## config.mk

```make
export PLATFORM = sky130hd
export DESIGN_NAME = pram_loader
export DESIGN_NICKNAME = d
export VERILOG_FILES = /design/src/rtl/xm23_loader_pkg.sv /design/src/rtl/loader_byte_timer.sv /design/src/rtl/pram_loader.sv
export SDC_FILE = /design/constraint.sdc
export NUM_CORES = 1
export LEC_CHECK = 0
export ABC_AREA = 1
export BUFFER_PORTS_ARGS = -buffer_cell sky130_fd_sc_hd__buf_2
export CAP_MARGIN = 20
export CORE_MARGIN = 1
export CORE_UTILIZATION = 40
export DETAILED_ROUTE_END_ITERATION = 8
export PLACE_DENSITY_LB_ADDON = 0.1
export SYNTH_ARGS = -nofsm -noshare
export SYNTH_HDL_FRONTEND = slang
export SYNTH_HIERARCHICAL = 1
export SYNTH_SLANG_ARGS = --single-unit
```

## constraint.sdc

```tcl
create_clock -name clk_in -period 3.8 [get_ports clk_in]
set_input_delay 0.95 -clock clk_in [delete_from_list [all_inputs] [get_ports clk_in]]
set_output_delay 0.95 -clock clk_in [all_outputs]
set_load 0.01 [all_outputs]
```

## src/rtl/xm23_loader_pkg.sv

```systemverilog
// Shared types for the program-RAM loader: FSM states and frame layout.
// Optional checksum field is enabled with PRAM_LOADER_CKSUM_EN.
package xm23_loader_pkg;

  localparam logic [7:0] LOADER_SYNC_BYTE = 8'hA5;

  // Frame field order, also used as the state encoding.
  localparam logic [3:0] FLD_SYNC    = 4'd0;
  localparam logic [3:0] FLD_ADDR_LO = 4'd1;
  localparam logic [3:0] FLD_ADDR_HI = 4'd2;
  localparam logic [3:0] FLD_CNT_LO  = 4'd3;
  localparam logic [3:0] FLD_CNT_HI  = 4'd4;
  localparam logic [3:0] FLD_DATA_LO = 4'd5;
  localparam logic [3:0] FLD_DATA_HI = 4'd6;
`ifdef PRAM_LOADER_CKSUM_EN
  localparam logic [3:0] FLD_CKSUM   = 4'd7;
`endif

  typedef enum logic [3:0] {
    ST_IDLE    = FLD_SYNC,
    ST_ADDR_LO = FLD_ADDR_LO,
    ST_ADDR_HI = FLD_ADDR_HI,
    ST_CNT_LO  = FLD_CNT_LO,
    ST_CNT_HI  = FLD_CNT_HI,
    ST_DATA_LO = FLD_DATA_LO,
    ST_DATA_HI = FLD_DATA_HI,
`ifdef PRAM_LOADER_CKSUM_EN
    ST_CKSUM   = FLD_CKSUM,
`endif
    ST_DONE    = 4'd8,
    ST_ERR     = 4'd9
  } loader_state_t;

endpackage

```

## src/rtl/loader_byte_timer.sv

```systemverilog
// Inter-byte watchdog: counts idle cycles while enabled, flags expiry.
module loader_byte_timer #(
  parameter int unsigned TIMEOUT_CYCLES = 5_000_000
) (
  input  logic clk_in,
  input  logic init,
  input  logic clr,
  input  logic en,
  output logic expired
);

  localparam int unsigned CW = $clog2(TIMEOUT_CYCLES + 1);
  localparam logic [CW-1:0] LAST = CW'(TIMEOUT_CYCLES - 1);

  logic [CW-1:0] cnt_q, cnt_d;

  // Fires in the last idle cycle so the owner leaves on that edge.
  assign expired = en && (cnt_q == LAST);

  always_comb begin
    cnt_d = cnt_q;
    if (clr) begin
      cnt_d = '0;
    end else if (en && !expired) begin
      cnt_d = cnt_q + CW'(1);
    end
  end

  always_ff @(posedge clk_in) begin
    if (init) begin
      cnt_q <= '0;
    end else begin
      cnt_q <= cnt_d;
    end
  end

endmodule

```

## src/rtl/pram_loader.sv

```systemverilog
// Program-RAM writer: parses a UART byte frame, writes 16-bit words.
// Define PRAM_LOADER_CKSUM_EN to require a trailing checksum byte.
module pram_loader
  import xm23_loader_pkg::*;
#(
  parameter int unsigned TIMEOUT_CYCLES = 5_000_000,
  parameter logic [7:0]  SYNC_BYTE      = LOADER_SYNC_BYTE,
  parameter int unsigned ADDR_W         = 15
) (
  input  logic              clk_in,
  input  logic              init,
  input  logic [7:0]        rx_data,
  input  logic              rx_valid,
  output logic [ADDR_W-1:0] pram_address,
  output logic [15:0]       pram_data,
  output logic              pram_wren,
  output logic              hold_cpu,
  output logic              load_done,
  output logic              load_error,
  output logic [15:0]       words_written
);

`ifdef PRAM_LOADER_CKSUM_EN
  localparam loader_state_t ST_LAST = ST_CKSUM;
`else
  localparam loader_state_t ST_LAST = ST_DONE;
`endif

  loader_state_t state_q, state_d;

  logic [7:0]        byte_q, byte_d;
  logic [15:0]       cnt_q, cnt_d;
  logic [ADDR_W-1:0] addr_q, addr_d;
  logic [ADDR_W-1:0] wr_addr_q, wr_addr_d;
  logic [15:0]       wr_data_q, wr_data_d;
  logic              wr_en_q, wr_en_d;
  logic [15:0]       words_q, words_d;
`ifdef PRAM_LOADER_CKSUM_EN
  logic [7:0]        acc_q, acc_d;
`endif

  logic active;
  logic tmr_expired;

  assign active = !(state_q inside {ST_IDLE, ST_DONE, ST_ERR});

  loader_byte_timer #(
    .TIMEOUT_CYCLES(TIMEOUT_CYCLES)
  ) u_timer (
    .clk_in  (clk_in),
    .init    (init),
    .clr     (rx_valid || !active),
    .en      (active),
    .expired (tmr_expired)
  );

  always_comb begin
    state_d   = state_q;
    byte_d    = byte_q;
    cnt_d     = cnt_q;
    addr_d    = addr_q;
    wr_en_d   = 1'b0;
    wr_addr_d = wr_addr_q;
    wr_data_d = wr_data_q;
    words_d   = words_q;
`ifdef PRAM_LOADER_CKSUM_EN
    acc_d     = acc_q;
`endif
    if (rx_valid) begin
      unique case (state_q)
        ST_IDLE: begin
          if (rx_data == SYNC_BYTE) begin
            state_d = ST_ADDR_LO;
          end
        end
        ST_ADDR_LO: begin
          byte_d  = rx_data;
          state_d = ST_ADDR_HI;
        end
        ST_ADDR_HI: begin
          if (byte_q[0]) begin
            state_d = ST_ERR;
          end else begin
            addr_d  = ADDR_W'({rx_data, byte_q[7:1]});
            state_d = ST_CNT_LO;
          end
        end
        ST_CNT_LO: begin
          byte_d  = rx_data;
          state_d = ST_CNT_HI;
        end
        ST_CNT_HI: begin
          cnt_d = {rx_data, byte_q};
          if ({rx_data, byte_q} == 16'd0) begin
            state_d = ST_LAST;
          end else begin
            state_d = ST_DATA_LO;
          end
        end
        ST_DATA_LO: begin
          byte_d  = rx_data;
          state_d = ST_DATA_HI;
        end
        ST_DATA_HI: begin
          // Write register is separate from byte capture, so the
          // next byte may arrive while the write is on the bus.
          wr_en_d   = 1'b1;
          wr_addr_d = addr_q;
          wr_data_d = {rx_data, byte_q};
          addr_d    = addr_q + ADDR_W'(1);
          words_d   = words_q + 16'd1;
          cnt_d     = cnt_q - 16'd1;
          if (cnt_q == 16'd1) begin
            state_d = ST_LAST;
          end else begin
            state_d = ST_DATA_LO;
          end
        end
`ifdef PRAM_LOADER_CKSUM_EN
        ST_CKSUM: begin
          if (rx_data == acc_q) begin
            state_d = ST_DONE;
          end else begin
            state_d = ST_ERR;
          end
        end
`endif
        default: begin
          state_d = state_q;
        end
      endcase
`ifdef PRAM_LOADER_CKSUM_EN
      if (state_q inside {ST_ADDR_LO, ST_ADDR_HI, ST_CNT_LO,
                          ST_CNT_HI, ST_DATA_LO, ST_DATA_HI}) begin
        acc_d = acc_q + rx_data;
      end
`endif
    end else if (active && tmr_expired) begin
      state_d = ST_ERR;
    end
  end

  always_ff @(posedge clk_in) begin
    if (init) begin
      state_q   <= ST_IDLE;
      byte_q    <= '0;
      cnt_q     <= '0;
      addr_q    <= '0;
      wr_en_q   <= 1'b0;
      wr_addr_q <= '0;
      wr_data_q <= '0;
      words_q   <= '0;
`ifdef PRAM_LOADER_CKSUM_EN
      acc_q     <= '0;
`endif
    end else begin
      state_q   <= state_d;
      byte_q    <= byte_d;
      cnt_q     <= cnt_d;
      addr_q    <= addr_d;
      wr_en_q   <= wr_en_d;
      wr_addr_q <= wr_addr_d;
      wr_data_q <= wr_data_d;
      words_q   <= words_d;
`ifdef PRAM_LOADER_CKSUM_EN
      acc_q     <= acc_d;
`endif
    end
  end

  assign pram_address  = wr_addr_q;
  assign pram_data     = wr_data_q;
  assign pram_wren     = wr_en_q;
  assign words_written = words_q;
  assign load_done     = (state_q == ST_DONE);
  assign load_error    = (state_q == ST_ERR);
  assign hold_cpu      = (state_q != ST_DONE);

endmodule

```

==> summary.txt, run 1 <==
Worst hold path
  • Min-Delay Path Class: reg -> reg
  • Hold depth: 2

Synthesis
  • Commonest cells post-synth: nand2_1 (212), nor2_1 (173), dfxtp_1 (114)
  • Post-synthesis cell type count: 32
  • Cell with the most instances after synthesis: nand2_1
  • Yosys top cell by area: dfxtp_1
  • FF+latch count, synth: 114
  • Sequential-to-total area share from yosys stat: 37.0%
  • Synth Cell Area: 6170 um2
  • Ys flop type: dfxtp_1
  • Syn Area/Cell: 6.39 um2
  • Cells after synthesis: just under 1000
  • Yosys top cell area share: approximately 37%
  • Synthesized Nets: 982
  • Async set or reset register ratio after synthesis: 0%
  • Area contributors post-synth: dfxtp_1 (37%), nand2_1 (13%), nor2_1 (11%)
  • Syn. warnings: 6
  • Number of flops mapped to enable cells by yosys: 0

Timing
  • Max transition margin: between 50% and 60%
  • Minimum clock period: ~2.3 ns
  • Skew final: 0.00704 ns
  • Worst slew pin tran: 0.695 ns
  • Ratio of final minimum period to clock period: 59.8%
  • RSZ-0062 raised after global routing: no
  • Setup TNS: 0 ns
  • Fmax: 440 MHz
  • Max-slew violation count: 0
  • Hold Violations, Final: 0
  • Final setup violation count: 0

Critical path
  • Crit path depth: 5
  • CP Cell Sequence: inv_2, nand2_1, nor2_1, inv_1, buf_2
  • Setup crit end kind: output pin
  • CP max FO: 5
  • CP required: 2.85 ns
  • CP startpoint kind: flop
  • Setup Crit Path Kind: reg -> out
  • Worst path max stage delay: approximately 0.46 ns
  • Reg2Reg Depth: 12
  • CP arrival: 1.32 ns
  • Crit path max-delay family: flip-flops
  • Slowest stage cell, crit path: dfxtp_1
  • Reg-to-reg slack, setup: between 1.5 and 2 ns
  • CP Buf/Inv Count: 3

Clocking
  • Cts bufs inserted: 17
  • PostCTS Resize Cnt: 0
  • Clk buf depth: 2
  • # hold bufs at CTS: 0
  • Root Driver: clkbuf_16
  • H-tree Lvls: 4
  • Clock transition at path regs: approximately 0.060 ns
  • # Post-CTS Setup Buffers: 0
  • CTS tree: yes
  • Worst skew pair latency: approximately 0.41 ns
  • Clock tree sinks: 114

Global routing
  • Overall routing resource usage: 21.3%
  • Grt ovf: 0
  • Largest net degree at the start of global routing: 49
  • Number of global-route vias before repair: about 5600
  • Initial antenna violation count: 0
  • First-pass GRT wire length: around 27 mm

Floorplanning
  • Chip Width: 126 um
  • Starting Density: around 41%
  • Row cnt: between 40 and 50
  • DIE AREA: 15900 um2
  • I/O pin count: 62
  • Core area: 15100 um2
  • Die height: 126 um

Status
  • Status: finished clean

Finish
  • Area Overhead vs Synth: 17.1%
  • Number of diodes: 0
  • Ratio of cells with drive above 1 in the final layout: around 13%
  • Layout fillers: ~1600
  • Fin nets: between 1000 and 1500
  • Fin cells: 1222

Routing
  • Remaining antenna violation count: 0
  • Residual DRC: 0
  • Vias/cell: 4.97
  • Average wire per standard cell: 13.1 um
  • Vias: approximately 6100
  • Final wirelength: between 15 and 20 mm
  • Iteration-0 DRC Markers: 354
  • DR pass1 iterations: 5

Power
  • Worst vdd ir: 0.307 mV
  • Combinational Power Share: 6.6%
  • P_sw: 775 uW
  • Leak: roughly 0.0031 uW
  • Register share of total power: 39.5%
  • Power share of the clock group: 54.0%
  • Sw frac: between 20% and 30%
  • Pwr per Cell Area: 433 nW/um2
  • Power Internal: 2350 uW

Place
  • Routability congestion estimate: 0.808
  • Port Buffer Count: 61
  • Post-Place Cells: 1190
  • Dpl hpwl: 11.4 mm

Run
  • Maxcap violations: 0
[stage by stage]
stage / setup slack, ns / hold slack, ns / total power [uW] / cell area [um2] / util [%]
2_1_floorplan: 1.81 / 0.464 / 1410 / 6170 / -
3_3_place_gp: 1.21 / 0.494 / 1470 / 6600 / 43.6
3_5_place_dp: 1.17 / 0.494 / 1470 / 6600 / 43.6
4_1_cts: 1.52 / 0.508 / 3160 / 7230 / 47.7
5_1_grt: 1.30 / 0.546 / 3260 / 7230 / 47.7
6_report: 1.53 / 0.507 / 3130 / 7230 / 47.7
[state kept, by name, indices dropped and copies added (netlist names)]
name,flops
u_timer/cnt_q,23
cnt_q,16
pram_data,16
words_written,16
addr_q,15
pram_address,15
byte_q,8
state_q,4
pram_wren,1
[power groups by stage]
stage | Combinational (uW) | Sequential [uW] | Clock, uW
4_1_cts | 207 | 1230 | 1720
3_3_place_gp | 206 | 1260 | 0
2_1_floorplan | 152 | 1250 | 0
3_5_place_dp | 206 | 1260 | 0
5_1_grt | 233 | 1240 | 1790
6_report | 206 | 1230 | 1690
[per-layer routing]
metal	GRT usage [%]	routed length, um
met4	6.66	180
met2	33.2	7190
met5	0	0
met3	4.59	651
met1	29.2	7990
[layout by cell type (no fill, tap or decap), types with 5 or more instances in the layout]
cell / instances
xnor2_1: 8
nand4_1: 19
o21ai_0: 85
a21oi_1: 85
buf_2: 61
clkbuf_16: 17
ha_1: 5
xor2_1: 5
nand2_1: 212
nor2_4: 7
inv_2: 10
nor3_1: 14
dfxtp_1: 114
nor2_1: 173
o21ai_1: 6
inv_1: 103
nand3_1: 62
nand2_2: 5
nor2_2: 8
[path summary, 6_finish.rpt]
kind	from	end
worst max-delay path	state_q[0]$_SDFFE_PP0P_	hold_cpu
worst min-delay path	u_timer/cnt_q[9]$_SDFFE_PP0P_	u_timer/cnt_q[9]$_SDFFE_PP0P_
worst max register to register	state_q[3]$_SDFFE_PP0P_	state_q[0]$_SDFFE_PP0P_
worst min register to register	u_timer/cnt_q[9]$_SDFFE_PP0P_	u_timer/cnt_q[9]$_SDFFE_PP0P_
[cell type report]
class,count,area (um2),area share (%)
inverter,114,428,5.92
multi-input combinational,708,3300,45.6
clock buffer,19,453,6.27
clock inverter,13,174,2.41
tap,188,235,3.26
sequential,114,2280,31.6
timing repair buffer,66,355,4.92
[tightest hold or removal path, delay by kind of cell, from the launching register on]
kind                   cells  cell delay, ns
AO/OA/AOI/OAI              1            0.06
flip-flops                 1            0.33
buffers and inverters      1            0.07
[cells by family (layout without fill, tap and decap cells)]
logic type / Yosys count / count (layout) / synth area share (%)
and+or+nand+nor: 507 / 507 / 35.5
AOI/OAI and AO/OA: 183 / 183 / 15.1
buffers and inverters: 144 / 212 / 9.57
DFF: 114 / 114 / 37.0
xor gates and xnor gates: 13 / 13 / 1.85
adders and majority gates: 5 / 5 / 1.01
Note: power is estimated with default switching activity, not from simulation.
==> run 2, diff against run 1 <==
- clock period: 3.8 -> 1.9 ns (I/O delays scaled with it)
==> run 2 against run 1 <==
Combinational power up 120%. Cell count rose by 1.5%. Clock skew grew 0.0050 ns. Worst setup slack worse by 1.4 ns. Highest routed layer unchanged. Non-clock buffer count grew 18. Critical path depth is the same. Cell area is 1.7% higher. Clock-buffer cell count decreased by 1. Utilization is 0.82 points higher.
==> summary.txt, run 2 (synthesis results as in run 1) <==
Critical path
  • CP Cell Sequence: inv_1, nand2_1, nor2_1, inv_1, buf_2 (was inv_2, nand2_1, nor2_1, inv_1, buf_2)
  • Worst path max stage delay: 0.45 ns (was 0.46 ns)
  • CP max FO: 6 (was 5)
  • Reg2Reg Depth: 13 (was 12)
  • Reg2reg end: state_q[0]$_SDFFE_PP0P_ (unchanged)
  • Setup crit end kind: output pin (unchanged)
  • Slowest stage cell, crit path: dfxtp_1 (unchanged)
  • CP startpoint kind: flop (unchanged)
  • RR Startpoint: u_timer/cnt_q[1]$_SDFFE_PP0P_ (was state_q[3]$_SDFFE_PP0P_)
  • CP required: 1.42 ns (was 2.85 ns)
  • CP arrival: 1.31 ns (was 1.32 ns)
  • Reg-to-reg slack, setup: 0.19 ns (was 1.59 ns)
  • CP most frequent cell: inv_1
  • Setup Crit Path Kind: reg -> out (unchanged)

Timing
  • Max transition margin: 67.5% (was 53.6%)
  • Worst slew pin tran: 0.488 ns (was 0.695 ns)
  • Max-slew violation count: 0 (unchanged)
  • RSZ-0062 raised after global routing: no (unchanged)
  • Fmax: around 560 MHz
  • Ratio of final minimum period to clock period: 93.8%
  • Skew final: 0.0120 ns (was 0.00704 ns)
  • Setup TNS: 0 ns (unchanged)
  • Minimum clock period: 1.78 ns
  • Final setup violation count: 0 (unchanged)
  • Hold Violations, Final: 0 (unchanged)

Run
  • Maxcap violations: 0 (unchanged)

Global routing
  • First-pass GRT wire length: 27.6 mm (was 27.3 mm)
  • Largest net degree at the start of global routing: 51 (was 49)
  • Overall routing resource usage: 21.7% (was 21.3%)
  • Initial antenna violation count: 0 (unchanged)
  • Grt ovf: 0 (unchanged)
  • Number of global-route vias before repair: 5665 (was 5558)

Place
  • Dpl hpwl: 11.8 mm (was 11.4 mm)
  • Routability congestion estimate: 0.869 (was 0.808)
  • Port Buffer Count: 61 (unchanged)
  • Placed inst area: 6760 um2 (was 6600 um2)

Floorplanning
  • Starting Density: 40.7% (unchanged)
  • Chip Width: 126 um (unchanged)
  • Row cnt: 45 (unchanged)
  • I/O pin count: 62 (unchanged)
  • Core area: 15100 um2 (unchanged)
  • Die height: 126 um (unchanged)
  • DIE AREA: 15900 um2 (unchanged)

Routing
  • Remaining antenna violation count: 0 (unchanged)
  • Iteration-0 DRC Markers: 452 (was 354)
  • Vias/cell: 4.95 (was 4.97)
  • DR pass1 iterations: 5 (unchanged)
  • Final wirelength: 16.4 mm (was 16.0 mm)
  • Residual DRC: 0 (unchanged)
  • Vias: 6143 (was 6075)
  • Average wire per standard cell: 13.2 um (was 13.1 um)

Finish
  • Number of diodes: 0 (unchanged)
  • Layout fillers: 1581 (was 1592)
  • Ratio of cells with drive above 1 in the final layout: 14.7% (was 12.9%)
  • Fin nets: 1055 (was 1037)
  • Max FFs per register: 23 (unchanged)
  • Register name with the most flops: u_timer/cnt_q (unchanged)
  • Commonest non-fill, non-tap cell in the layout: nand2_1 (unchanged)
  • Design area: 7350 um2 (was 7230 um2)
  • Area Overhead vs Synth: 19.1% (was 17.1%)
  • Commonest cells after routing, fill and taps aside: nand2_1 (211), nor2_1 (172), dfxtp_1 (112), inv_1 (102), a21oi_1 (85) (was nand2_1 (212), nor2_1 (173), dfxtp_1 (114), inv_1 (103))

Worst hold path
  • Hold EP: state_q[1]$_SDFFE_PP0P_ (was u_timer/cnt_q[9]$_SDFFE_PP0P_)
  • Min-Delay Path Class: in -> reg (was reg -> reg)
  • Min-delay src: init (was u_timer/cnt_q[9]$_SDFFE_PP0P_)
  • Hold depth: 2 (unchanged)

Power
  • Leak: 0.00317 uW (was 0.00309 uW)
  • Pwr per Cell Area: 830 nW/um2 (was 433 nW/um2)
  • Worst vdd ir: 0.702 mV (was 0.307 mV)

Clocking
  • Cts bufs inserted: 17 (unchanged)
  • Clk buf depth: 2 (unchanged)
  • Worst skew pair latency: 0.42 ns (was 0.41 ns)
  • CTS tree: yes (unchanged)
  • Clock transition at path regs: 0.06 ns (about the same)
  • Clock tree sinks: 114 (unchanged)
  • H-tree Lvls: 4 (unchanged)
  • Root Driver: clkbuf_16 (unchanged)

Status
  • Status: finished clean (unchanged)
[run 2: cell count changes in the layout (fill, tap and decap cells not counted), sizes merged]
| cell | delta |
|---|---|
| buf | +18 |
| clkbuf | -1 |
| clkinv | +1 |
| clkinvlp | +1 |
| bufinv | -1 |
[run 2: layout make-up]
type / instances / area [um2] / share of cell area [%]
clock inverter: 14 / 154 / 2.09
sequential: 114 / 2280 / 31.1
tap: 188 / 235 / 3.20
inverter: 114 / 428 / 5.82
multi-input combinational: 708 / 3300 / 44.9
clock buffer: 18 / 429 / 5.84
timing repair buffer: 84 / 515 / 7.01
[run 2: worst max-delay path: cells and delay by family, from the launching register on]
family	cells	cell delay, ns
DFF	1	0.45
buffers and inverters	3	0.24
and+or+nand+nor	2	0.20
[run 2: layer usage]
| metal | global-route usage (%) | vias up | part of all wire [%] |
|---|---|---|---|
| met5 | 0 | - | 0 |
| met4 | 6.24 | 0 | 1.1 |
| met3 | 4.38 | 15 | 3.3 |
| met2 | 34.4 | 107 | 45 |
| met1 | 29.7 | 2770 | 51 |
| li1 | - | 3251 | - |
[run 2: worst max-delay path by stage]
| stage | to | start | slack [ns] | cells past startpoint |
|---|---|---|---|---|
| after floorplan | state_q[2]$_SDFFE_PP0P_ | u_timer/cnt_q[0]$_SDFFE_PP0P_ | 0.21 | 12 |
| after global placement | u_timer/cnt_q[17]$_SDFFE_PP0P_ | state_q[0]$_SDFFE_PP0P_ | 0.12 | 9 |
| after detailed placement | u_timer/cnt_q[17]$_SDFFE_PP0P_ | state_q[0]$_SDFFE_PP0P_ | 0.1 | 9 |
| after CTS | hold_cpu | state_q[0]$_SDFFE_PP0P_ | 0.05 | 5 |
| after global routing | hold_cpu | state_q[1]$_SDFFE_PP0P_ | 0.01 | 5 |
| final | hold_cpu | state_q[1]$_SDFFE_PP0P_ | 0.12 | 5 |
[run 2: what timing repair did]
item	CTS	global route
hold buffers	0	0
endpoints found under the setup margin	0	14
buffers inserted	0	0
gates resized for setup	0	6
[run 2: metrics by stage]
stage | utilization, % | power [uW] | hold WS, ns | std cells | worst slack (ns)
after global routing | 48.5 | 6330 | 0.382 | 1240 | 0.0128
after floorplan | - | 2810 | 0.464 | 966 | 0.210
final | 48.5 | 6100 | 0.372 | 1240 | 0.118
after global placement | 44.6 | 2970 | 0.487 | 1208 | 0.118
after detailed placement | 44.6 | 2970 | 0.491 | 1208 | 0.0987
after CTS | 48.5 | 6160 | 0.353 | 1240 | 0.0535
[run 2: report_power, final]
| group | leakage [uW] | switching (uW) | internal, uW |
|---|---|---|---|
| combinational | 0.00197 | 305 | 147 |
| clock | 0.000278 | 1230 | 1940 |
| sequential | 0.000920 | 40.6 | 2430 |
==> run 3, diff against run 2 <==
- ABC_AREA: 1 -> not set
- CORE_UTILIZATION: 40 -> 30
==> run 3 against run 2 <==
The run now ends with setup timing left. Worst setup slack lost 0.35 ns. Register-to-register slack lost 0.42 ns. Global-route usage shrank 3.0 points. Utilization shrank 6.8 points. Largest power group unchanged. First-iteration DRC count shrank 30%. Clock power is essentially flat. Cell area grew 2.5%. Critical path depth grew 1. Sequential power is essentially flat. Cell count shrank 14%. Synthesized area shrank 10%. Critical path type is now reg -> reg.
==> summary.txt, run 3 <==
Global routing
  • Largest net degree at the start of global routing: 95 (was 51)
  • Grt ovf: 0 (unchanged)
  • First-pass GRT wire length: 27.3 mm (was 27.6 mm)
  • Overall routing resource usage: 18.7% (was 21.7%)
  • Initial antenna violation count: 0 (unchanged)
  • Number of global-route vias before repair: 5126 (was 5665)

Critical path
  • Setup crit end kind: flop (was output pin)
  • CP max FO: 3 (was 6)
  • CP required: 2.18 ns (was 1.42 ns)
  • CP Cell Sequence: or4b_1, or4_4, nor3_4, o22a_1, o211a_1, o32ai_1 (was inv_1, nand2_1, nor2_1, inv_1, buf_2)
  • Setup Crit Path Kind: reg -> reg (was reg -> out)
  • CP arrival: 2.41 ns (was 1.31 ns)
  • Worst path max stage delay: 0.58 ns (was 0.45 ns)
  • Slowest stage cell, crit path: or4_4 (was dfxtp_1)
  • CP startpoint kind: flop (unchanged)

Power
  • Leak: 0.00291 uW (was 0.00317 uW)
  • Pwr per Cell Area: 820 nW/um2 (was 830 nW/um2)
  • Worst vdd ir: 0.582 mV (was 0.702 mV)

Place
  • Routability congestion estimate: 0.825 (was 0.869)
  • Port Buffer Count: 61 (unchanged)
  • Placed inst area: 6680 um2 (was 6760 um2)
  • Dpl hpwl: 12.0 mm (was 11.8 mm)
  • Worst slack at placement: -0.241 ns (was 0.0987 ns)

Timing
  • Minimum clock period: 2.13 ns (was 1.78 ns)
  • RSZ-0062 raised after global routing: yes (was no)
  • Fmax: 470 MHz (was 561 MHz)
  • Final setup violation count: 13 (was 0)
  • Worst slew pin tran: 0.548 ns (was 0.488 ns)
  • Ratio of final minimum period to clock period: 112% (was 93.8%)
  • Skew final: 0.00663 ns (was 0.0120 ns)
  • Hold Violations, Final: 0 (unchanged)
  • Max-slew violation count: 0 (unchanged)
  • Final WS setup: -0.228 ns (was 0.118 ns)
  • Max transition margin: 63.3% (was 67.5%)

Routing
  • Residual DRC: 0 (unchanged)
  • Average wire per standard cell: 16.1 um (was 13.2 um)
  • DR pass1 iterations: 5 (unchanged)
  • Iteration-0 DRC Markers: 318 (was 452)
  • Vias/cell: 5.32 (was 4.95)
  • Remaining antenna violation count: 0 (unchanged)
  • Vias: 5690 (was 6143)
  • Final wirelength: 17.2 mm (was 16.4 mm)

Synthesis
  • Cells after synthesis: 700 (was 966)
  • Yosys top cell area share: 41.1% (was 37.0%)
  • Post-synthesis cell type count: 65 (was 32)
  • Syn. warnings: 6 (unchanged)
  • Sequential-to-total area share from yosys stat: 41.1% (was 37.0%)
  • FF+latch count, synth: 114 (unchanged)
  • Yosys top cell by area: dfxtp_1 (unchanged)
  • Synth Cell Area: 5550 um2 (was 6170 um2)
  • Ys flop type: dfxtp_1 (unchanged)
  • Syn Area/Cell: 7.93 um2 (was 6.39 um2)
  • Area contributors post-synth: dfxtp_1 (41%), nand2_1 (8.0%), a21oi_1 (6.1%) (was dfxtp_1 (37%), nand2_1 (13%), nor2_1 (11%))
  • Synthesized Nets: 716 (was 982)
  • Async set or reset register ratio after synthesis: 0% (unchanged)
  • Number of flops mapped to enable cells by yosys: 0 (unchanged)
  • Commonest cells post-synth: nand2_1 (118), dfxtp_1 (114), a21oi_1 (68), nor2_1 (68), clkbuf_1 (40) (was nand2_1 (212), nor2_1 (173), dfxtp_1 (114))
  • Cell with the most instances after synthesis: nand2_1 (unchanged)

Floorplanning
  • Die height: 138 um (was 126 um)
  • Core area: 18000 um2 (was 15100 um2)
  • Chip Width: 138 um (was 126 um)
  • I/O pin count: 62 (unchanged)
  • DIE AREA: 19000 um2 (was 15900 um2)
  • Starting Density: 30.8% (was 40.7%)
  • Row cnt: 49 (was 45)

Finish
  • Number of diodes: 0 (unchanged)
  • Commonest non-fill, non-tap cell in the layout: nand2_1 (unchanged)
  • Ratio of cells with drive above 1 in the final layout: 27.6% (was 14.7%)
  • Register name with the most flops: u_timer/cnt_q (unchanged)
  • Design area: 7530 um2 (was 7350 um2)
  • Commonest cells after routing, fill and taps aside: nand2_1 (116), dfxtp_1 (106), buf_4 (80), nor2_1 (67), a21oi_1 (67) (was nand2_1 (211), nor2_1 (172), dfxtp_1 (112), inv_1 (102), a21oi_1 (85))
  • Fin nets: 844 (was 1055)
  • Area Overhead vs Synth: 35.7% (was 19.1%)
  • Max FFs per register: 23 (unchanged)
  • Register Area: 2290 um2 (was 2280 um2)
  • Layout fillers: 1830 (was 1581)
  • Multi-input logic area: 3170 um2 (was 3300 um2)

Clocking
  • Clock tree sinks: 114 (unchanged)
  • Clock transition at path regs: 0.06 ns (about the same)
  • CTS tree: yes (unchanged)
  • Worst skew pair latency: 0.42 ns (about the same)
  • H-tree Lvls: 4 (unchanged)
  • Cts bufs inserted: 17 (unchanged)
  • Clk buf depth: 2 (unchanged)
  • Root Driver: clkbuf_16 (unchanged)

Status
  • Failing checks: setup timing
  • Status: finished with violations (was finished clean)

Run
  • Maxcap violations: 0 (unchanged)

Worst hold path
  • Min-Delay Path Class: in -> reg (unchanged)
[run 3: cell types whose count changed after synthesis, sizes merged, moves of 17 or more]
cell | before | now
buf | 21 | 4
inv | 113 | 14
nand2 | 220 | 119
nand3 | 63 | 30
o21ai | 91 | 30
a21oi | 85 | 68
clkbuf | 9 | 40
nor2 | 188 | 68
[run 3: layout make-up]
type                            instances  area share [%]
Tap cell                              229            3.81
Sequential cell                       114            30.5
Multi-Input combinational cell        528            42.1
Timing Repair Buffer                  153            15.1
Clock inverter                         14            2.04
Clock buffer                           18            5.83
Inverter                               14           0.698
[run 3: logic make-up after synthesis]
| family | after synthesis | synth area share, % |
|---|---|---|
| AO/OA/AOI/OAI | 155 | 17.3 |
| XOR/XNOR | 28 | 4.42 |
| adder cells (fa/ha/maj) | 5 | 1.13 |
| buffers and inverters | 58 | 4.35 |
| flip-flops | 114 | 41.1 |
| multiplexers | 11 | 2.01 |
| AND/OR/NAND/NOR | 329 | 29.7 |
[run 3: worst paths after layout]
kind | startpoint | endpoint | slack [ns] | depth (start not counted)
hold reg to reg | pram_data[7]$_SDFFE_PP0P_ | pram_data[7]$_SDFFE_PP0P_ | 0.45 | 2
setup reg to reg | u_timer/cnt_q[10]$_SDFFE_PP0P_ | state_q[2]$_SDFFE_PP0P_ | -0.23 | 6
setup / recovery | u_timer/cnt_q[10]$_SDFFE_PP0P_ | state_q[2]$_SDFFE_PP0P_ | -0.23 | 6
hold / removal | rx_data[0] | pram_data[8]$_SDFFE_PP0P_ | 0.36 | 3
[run 3: per-stage QoR]
stage,hold WS [ns],instances,utilization [%],total power [uW],setup TNS (ns)
6_report,0.359,1070,41.8,6170,-2.36
5_1_grt,0.367,1070,41.8,6410,-3.27
4_1_cts,0.344,1063,41.0,6190,-1.86
3_5_place_dp,0.446,1025,37.0,2910,-2.47
3_3_place_gp,0.442,1025,37.0,2910,-1.90
2_1_floorplan,0.444,700,-,2740,-0.760
[run 3: what timing repair did]
| action | in CTS | in global routing |
|---|---|---|
| endpoints found under the setup margin | 21 | 21 |
| pin swaps | 4 | 5 |
| cloned | 0 | 1 |
| gates resized for setup | 19 | 18 |
| hold buffers | 0 | 0 |
| buffers inserted | 6 | 6 |
[run 3: metal layers]
layer / wire length [um] / vias to the layer above / global-route usage [%]
met2: 7880 / 162 / 29.2
met3: 769 / 24 / 3.62
met4: 233 / 0 / 5.50
li1: - / 2772 / -
met5: 0 / - / 0
met1: 8320 / 2732 / 25.8
[run 3: power by group]
part           switching, uW  internal, uW  leakage (uW)  total [uW]
registers               33.9          2420      0.000923        2450
logic                    288           246       0.00171         534
clock network           1210          1980      0.000284        3190
total                   1530          4640       0.00291        6170
[run 3: worst max-delay path: cells and delay by family (launching register included)]
family / cells / cell delay, ns
compound gates: 3 / 0.41
flops: 1 / 0.31
simple gates: 3 / 1.27
